<file path="src/rtl/delay_tap_capture.sv">
// Delay-line tap capture: fires 2^LOG2_SHOTS launch edges into a tapped delay line,
// counts how far each edge travelled and reports the sum, average and health flags.
module delay_tap_capture #(
    parameter int TAPS        = 16,
    parameter int LOG2_SHOTS  = 2,
    parameter int SAMPLE_WAIT = 3,
    parameter int RELAX_MAX   = 15
) (
    input  logic                                  clk,
    input  logic                                  rst,
    input  logic                                  start,
    input  logic [TAPS-1:0]                       taps,
    output logic                                  launch,
    output logic                                  busy,
    output logic                                  res_valid,
    input  logic                                  res_ready,
    output logic [$clog2(TAPS+1)+LOG2_SHOTS-1:0]  res_sum,
    output logic [$clog2(TAPS+1)-1:0]             res_avg,
    output logic                                  res_bubble,
    output logic                                  res_stuck
);
    localparam int CW   = $clog2(TAPS + 1);
    localparam int SW   = CW + LOG2_SHOTS;
    localparam int TMAX = (RELAX_MAX > SAMPLE_WAIT) ? RELAX_MAX : SAMPLE_WAIT;
    localparam int TW   = $clog2(TMAX + 1);
    localparam int NW   = LOG2_SHOTS + 1;
    localparam logic [NW-1:0] SHOTS = NW'(1 << LOG2_SHOTS);

    typedef enum logic [2:0] {
        S_IDLE, S_LAUNCH, S_WAIT, S_CAPTURE, S_RELAX, S_DONE
    } state_t;

    state_t          state_q, state_d;
    logic [TAPS-1:0] taps_m_q, taps_s_q;
    logic [TW-1:0]   timer_q, timer_d;
    logic [NW-1:0]   shots_q, shots_d;
    logic [SW-1:0]   acc_q, acc_d;
    logic            bubble_q, bubble_d, stuck_q, stuck_d;
    logic            launch_q, launch_d, busy_q, busy_d, valid_q, valid_d;
    logic [SW-1:0]   sum_q, sum_d;
    logic [CW-1:0]   avg_q, avg_d;
    logic            res_bubble_q, res_bubble_d, res_stuck_q, res_stuck_d;

    // run_ones[i] is set while taps_s bits 0..i-1 are all ones.
    logic [TAPS:0]   run_ones;
    logic [CW-1:0]   shot_cnt;
    logic            shot_bubble;
    logic            relax_leave;

    assign run_ones[0] = 1'b1;
    generate
        for (genvar gi = 0; gi < TAPS; gi++) begin : g_run
            assign run_ones[gi+1] = run_ones[gi] & taps_s_q[gi];
        end
    endgenerate

    always_comb begin
        shot_cnt = '0;
        for (int i = 1; i <= TAPS; i++) begin
            shot_cnt = shot_cnt + CW'(run_ones[i]);
        end
        shot_bubble = |(taps_s_q & ~run_ones[TAPS:1]);
    end

    always_comb begin
        state_d      = state_q;
        timer_d      = timer_q;
        shots_d      = shots_q;
        acc_d        = acc_q;
        bubble_d     = bubble_q;
        stuck_d      = stuck_q;
        sum_d        = sum_q;
        avg_d        = avg_q;
        res_bubble_d = res_bubble_q;
        res_stuck_d  = res_stuck_q;
        relax_leave  = 1'b0;

        case (state_q)
            S_IDLE: begin
                if (start) begin
                    state_d  = S_LAUNCH;
                    acc_d    = '0;
                    shots_d  = '0;
                    bubble_d = 1'b0;
                    stuck_d  = 1'b0;
                end
            end
            S_LAUNCH: begin
                state_d = S_WAIT;
                timer_d = '0;
            end
            S_WAIT: begin
                if (timer_q == TW'(SAMPLE_WAIT - 1)) begin
                    state_d = S_CAPTURE;
                end else begin
                    timer_d = timer_q + TW'(1);
                end
            end
            S_CAPTURE: begin
                acc_d    = acc_q + SW'(shot_cnt);
                shots_d  = shots_q + NW'(1);
                bubble_d = bubble_q | shot_bubble;
                timer_d  = '0;
                state_d  = S_RELAX;
            end
            S_RELAX: begin
                if (taps_s_q == '0) begin
                    relax_leave = 1'b1;
                end else if (timer_q == TW'(RELAX_MAX - 1)) begin
                    relax_leave = 1'b1;
                    stuck_d     = 1'b1;
                end else begin
                    timer_d = timer_q + TW'(1);
                end
                if (relax_leave) begin
                    if (shots_q == SHOTS) begin
                        // Results are latched only here so they hold between measurements.
                        state_d      = S_DONE;
                        sum_d        = acc_q;
                        avg_d        = CW'(acc_q >> LOG2_SHOTS);
                        res_bubble_d = bubble_q;
                        res_stuck_d  = stuck_d;
                    end else begin
                        state_d = S_LAUNCH;
                    end
                end
            end
            S_DONE: begin
                if (res_ready) begin
                    state_d = S_IDLE;
                end
            end
            default: state_d = S_IDLE;
        endcase

        launch_d = (state_d == S_LAUNCH) || (state_d == S_WAIT) || (state_d == S_CAPTURE);
        busy_d   = (state_d != S_IDLE);
        valid_d  = (state_d == S_DONE);
    end

    always_ff @(posedge clk) begin
        if (rst) begin
            state_q      <= S_IDLE;
            taps_m_q     <= '0;
            taps_s_q     <= '0;
            timer_q      <= '0;
            shots_q      <= '0;
            acc_q        <= '0;
            bubble_q     <= 1'b0;
            stuck_q      <= 1'b0;
            launch_q     <= 1'b0;
            busy_q       <= 1'b0;
            valid_q      <= 1'b0;
            sum_q        <= '0;
            avg_q        <= '0;
            res_bubble_q <= 1'b0;
            res_stuck_q  <= 1'b0;
        end else begin
            state_q      <= state_d;
            taps_m_q     <= taps;
            taps_s_q     <= taps_m_q;
            timer_q      <= timer_d;
            shots_q      <= shots_d;
            acc_q        <= acc_d;
            bubble_q     <= bubble_d;
            stuck_q      <= stuck_d;
            launch_q     <= launch_d;
            busy_q       <= busy_d;
            valid_q      <= valid_d;
            sum_q        <= sum_d;
            avg_q        <= avg_d;
            res_bubble_q <= res_bubble_d;
            res_stuck_q  <= res_stuck_d;
        end
    end

    assign launch     = launch_q;
    assign busy       = busy_q;
    assign res_valid  = valid_q;
    assign res_sum    = sum_q;
    assign res_avg    = avg_q;
    assign res_bubble = res_bubble_q;
    assign res_stuck  = res_stuck_q;
endmodule

</file>
<file path="config.mk">
export PLATFORM = sky130hd
export DESIGN_NAME = delay_tap_capture
export DESIGN_NICKNAME = d
export VERILOG_FILES = /design/src/rtl/delay_tap_capture.sv
export SDC_FILE = /design/constraint.sdc
export NUM_CORES = 1
export LEC_CHECK = 0
export CAP_MARGIN = 15
export CELL_PAD_IN_SITES_DETAIL_PLACEMENT = 0
export CELL_PAD_IN_SITES_GLOBAL_PLACEMENT = 1
export CORE_ASPECT_RATIO = 0.5
export CORE_UTILIZATION = 35
export CTS_CLUSTER_DIAMETER = 50
export DETAILED_ROUTE_END_ITERATION = 8
export PLACE_DENSITY_LB_ADDON = 0.1
export SKIP_CTS_REPAIR_TIMING = 1
export SYNTH_ARGS = -nofsm -noshare
export SYNTH_HDL_FRONTEND = slang
export SYNTH_SLANG_ARGS = --single-unit
</file>
<file path="constraint.sdc">
create_clock -name clk -period 4.6 [get_ports clk]
set_input_delay 0.92 -clock clk [delete_from_list [all_inputs] [get_ports clk]]
set_output_delay 0.92 -clock clk [all_outputs]
set_load 0.02 [all_outputs]
</file>
==> results of run 1 <==
[layer usage]
metal | wire length, um | part of all wire | up-vias | GRT usage
li1 | - | - | 1116 | -
met1 | 3180 | 0.50 | 1032 | 0.202
met4 | 75 | 0.012 | 0 | 0.0560
met3 | 239 | 0.037 | 9 | 0.0578
met5 | 0 | 0 | - | 0
met2 | 2880 | 0.45 | 35 | 0.261
[logic make-up after synthesis]
| family | Yosys count | synth area share |
|---|---|---|
| AOI/OAI and AO/OA | 39 | 0.0941 |
| DFF | 63 | 0.425 |
| and+or+nand+nor | 120 | 0.234 |
| adders and majority gates | 24 | 0.132 |
| xor gates and xnor gates | 3 | 0.00886 |
| buffers and inverters | 45 | 0.0650 |
| muxes | 12 | 0.0414 |
[layout make-up]
cell class / instances / area share
tap: 112 / 0.0363
timing repair buffer: 55 / 0.129
clock buffer: 11 / 0.0629
multi-input combinational: 198 / 0.401
clock inverter: 5 / 0.0149
inverter: 28 / 0.0272
sequential: 63 / 0.328
[how the worst max path moves through the flow]
stage                                 startpoint  slack (ns)               endpoint  cells past startpoint
final                     taps_s_q[3]$_SDFF_PP0_       -0.23  acc_q[6]$_SDFFE_PP0P_                     18
after floorplan           taps_s_q[2]$_SDFF_PP0_       -0.10  acc_q[6]$_SDFFE_PP0P_                     18
after CTS                 taps_s_q[3]$_SDFF_PP0_       -0.26  acc_q[6]$_SDFFE_PP0P_                     18
after global placement    taps_s_q[3]$_SDFF_PP0_       -0.14  acc_q[6]$_SDFFE_PP0P_                     18
after global routing      taps_s_q[2]$_SDFF_PP0_       -0.43  acc_q[6]$_SDFFE_PP0P_                     18
after detailed placement  taps_s_q[2]$_SDFF_PP0_       -0.22  acc_q[6]$_SDFFE_PP0P_                     18
[registers in the layout, indices dropped and copies added, names as in the netlist]
signal / cells
res_valid: 1
busy: 1
launch: 1
res_stuck: 1
res_bubble: 1
stuck_q: 1
timer_q: 4
acc_q: 7
taps_m_q: 16
state_q: 3
shots_q: 3
taps_s_q: 16
res_sum: 7
bubble_q: 1
[where the power goes]
group	internal, mW	leakage [nW]	total, mW	switching, mW
Clock	0.432	0.138	0.669	0.237
Combinational	0.0629	0.889	0.127	0.0640
Sequential	0.570	0.517	0.589	0.0188
Total	1.07	1.54	1.39	0.320
[critical path, cell delays in order, from the launching register on]
cell and delay, ns:
dfxtp_2 0.33, and4_4 0.22, and3_4 0.19, and3_4 0.18, and2_4 0.17, nand3_4 0.08, fa_1 0.47, fa_1 0.50
inv_1 0.05, fa_1 0.47, fa_1 0.55, fa_2 0.23, inv_2 0.04, fa_2 0.34, nor2b_1 0.12, o21a_1 0.13
o21ai_1 0.08, a211o_1 0.30, mux2_2 0.26
[cells in the final DEF (no fill, tap or decap), types with 3 or more instances in the layout]
cell type	instances
inv_1	27
or3_1	3
nand3_1	5
fa_1	10
dfxtp_2	4
ha_1	12
nor2b_1	33
clkinvlp_4	3
and2_1	3
mux2i_1	10
a21oi_1	13
nand2_1	8
clkbuf_16	9
buf_4	19
nor4_2	3
nor2_1	35
nand2b_1	4
nand4_1	3
a22oi_1	3
clkdlybuf4s50_1	35
and3_1	3
dfxtp_1	59
xnor2_1	3
nor3_1	5
[per-stage QoR]
step / setup slack [ns] / cell area [um^2] / std cells
after floorplan: -0.102 / 3000 / 306
after global placement: -0.138 / 3540 / 455
after detailed placement: -0.217 / 3540 / 455
after CTS: -0.259 / 3840 / 471
after global routing: -0.427 / 3860 / 472
final: -0.230 / 3860 / 472
==> summary.md, run 1 <==
| Metric | Value |
|---|---|
| Fin Hold WS | approximately 0.43 ns |
| Total congestion overflow after global routing | 0 |
| Async SR Flop Fraction | 0 |
| Startpoint type of the worst setup path | flip-flop |
| Outcome | finished, violations left |
| Total leakage power | roughly 1.5 nW |
| CTS tree | built |
| Worst hold path class | reg -> reg |
| Number of cells on the worst reg-to-reg path | 18 |
| Sequential cell area | between 0.001 and 0.0015 mm^2 |
| Crit Path Class | reg -> reg |
| Total global-route track usage | 0.162 |
| Data arrival, critical path | between 5 and 6 ns |
| Post-CTS clock slew at the launch and capture registers of the worst setup and hold paths | 0.05 ns |
| Maximum level of the CTS H-tree | 3 |
| Area growth, synth to finish | 30.1% |
| Largest area contributor in the netlist | dfxtp_1 |
| Power density relative to cell area | ~360 mW/mm^2 |
| Setup TNS | -0.448 ns |
| Maximum frequency from static timing analysis | 207 MHz |
| Number of instances in the synthesized netlist | 306 |
| Drt first-iter violations | 73 |
| Routed Wire Length | about 6400 um |
| DRT Pass-1 Iters | 4 |
| Total die area | between 0.008 and 0.009 mm^2 |
| Largest cells by area after synthesis | dfxtp_1 (43%), fa_1 (8.1%), nor2b_1 (7.0%) |
| Hold Crit Start | taps_m_q[2]$_SDFF_PP0_ |
| Number of global-route vias before repair | around 2200 |
| Worst-path fanout max | 3 |
| Crit path capture type | flip-flop |
| Io pins | 37 |
| Synthesized area per cell | ~9.7 um^2 |
| Terminus of the critical flop-to-flop path | acc_q[6]$_SDFFE_PP0P_ |
| Wire length of the first global-routing pass | about 11000 um |
| Pin count of the biggest net entering global routing | 37 |
| Num rows | 23 |
| TritonCTS buffer count | 9 |
| Setup slack of the worst register-to-register path | -0.23 ns |
| RSZ-0062 raised after global routing | yes |
| Yosys warning total | 0 |
| Synth top area share | 0.425 |
| Area of the multi-input gates | roughly 0.0015 mm^2 |
| Overall Power | ~1.4 mW |
| Via-per-instance ratio | roughly 4.6 |
| Buffer cell driving the clock tree root | clkbuf_16 |
| Final period util | 1.05 |
| Area of the mapped netlist | 0.00297 mm^2 |
| Maximum vdd ir drop | 0.194 mV |
| Post-synth EDFFs | 0 |
| TritonCTS Sinks | 63 |
| Rel. slew slack | 0.526 |
| Worst R2R Start | taps_s_q[3]$_SDFF_PP0_ |
| Height of the chip | approximately 67 um |
| Share of final-layout standard cells stronger than drive strength 1 | 0.161 |
| End point of the worst hold path | taps_s_q[2]$_SDFF_PP0_ |
| Hold violation total from the final report | 0 |
| Number of design rule violations left after detail routing | 0 |
| Violated checks | setup timing |
| Time the worst path needs with I/O delays and setup | ~4.8 ns |
| Horiz. Die Dim | between 100 and 150 um |
| Final setup violation count | 2 |
| Final HPWL from detailed placement | 4680 um |
| Number of diodes | 0 |
| Nets | roughly 400 |
| IO Port Bufs | 36 |
| Final Util | 0.475 |
| Clock tree buffer depth | 2 |
| Smallest setup slack after layout | -0.230 ns |
| Register area share after synthesis | 0.425 |
| Routed wire per std cell | around 14 um |
| Cell with the most instances after synthesis | dfxtp_1 |
| Hold Path Cell Cnt | 1 |
| Transition time of the tightest slew-check pin | approximately 0.71 ns |
| Final Slew Violations | 0 |
| Insertion delay to the later sink of the worst-skew pair | 0.33 ns |
| Routability congestion estimate from global placement | between 0.8 and 0.9 |
| Initial antenna violation count | 0 |
| Req. time, crit path | 4.81 ns |
| Count of cell types in the netlist | 50 |
| Placeable core region | 0.00812 mm^2 |
| Starting Density | 0.365 |
| # fillers | roughly 790 |
| Max-capacitance violation count | 0 |
| Antenna violation net count after detailed routing | 0 |
| Final setup skew | slightly below 0.006 ns |
| Count of vias placed by the detailed router | approximately 2200 |
| Post-synthesis net count | 350 |
| Most common library cells after synthesis | dfxtp_1 (63), nor2_1 (35), nor2b_1 (33), inv_1 (28), a21oi_1 (14) |
| Total of flip-flops plus latches after synthesis | 63 |
| Most used flip-flop cell after synthesis | dfxtp_1 |
No activity file was read; power rests on OpenSTA's default activity.
==> inputs of run 2 (changes only) <==
--- a/config.mk
+++ b/config.mk
@@ -12,6 +12,7 @@
 export CORE_UTILIZATION = 35
 export CTS_CLUSTER_DIAMETER = 50
 export DETAILED_ROUTE_END_ITERATION = 8
+export HOLD_SLACK_MARGIN = 0.03
 export PLACE_DENSITY_LB_ADDON = 0.1
 export SKIP_CTS_REPAIR_TIMING = 1
 export SYNTH_ARGS = -nofsm -noshare
==> results of run 2 <==
Same layout as run 1: the final DEF is identical, and so are final timing and power.
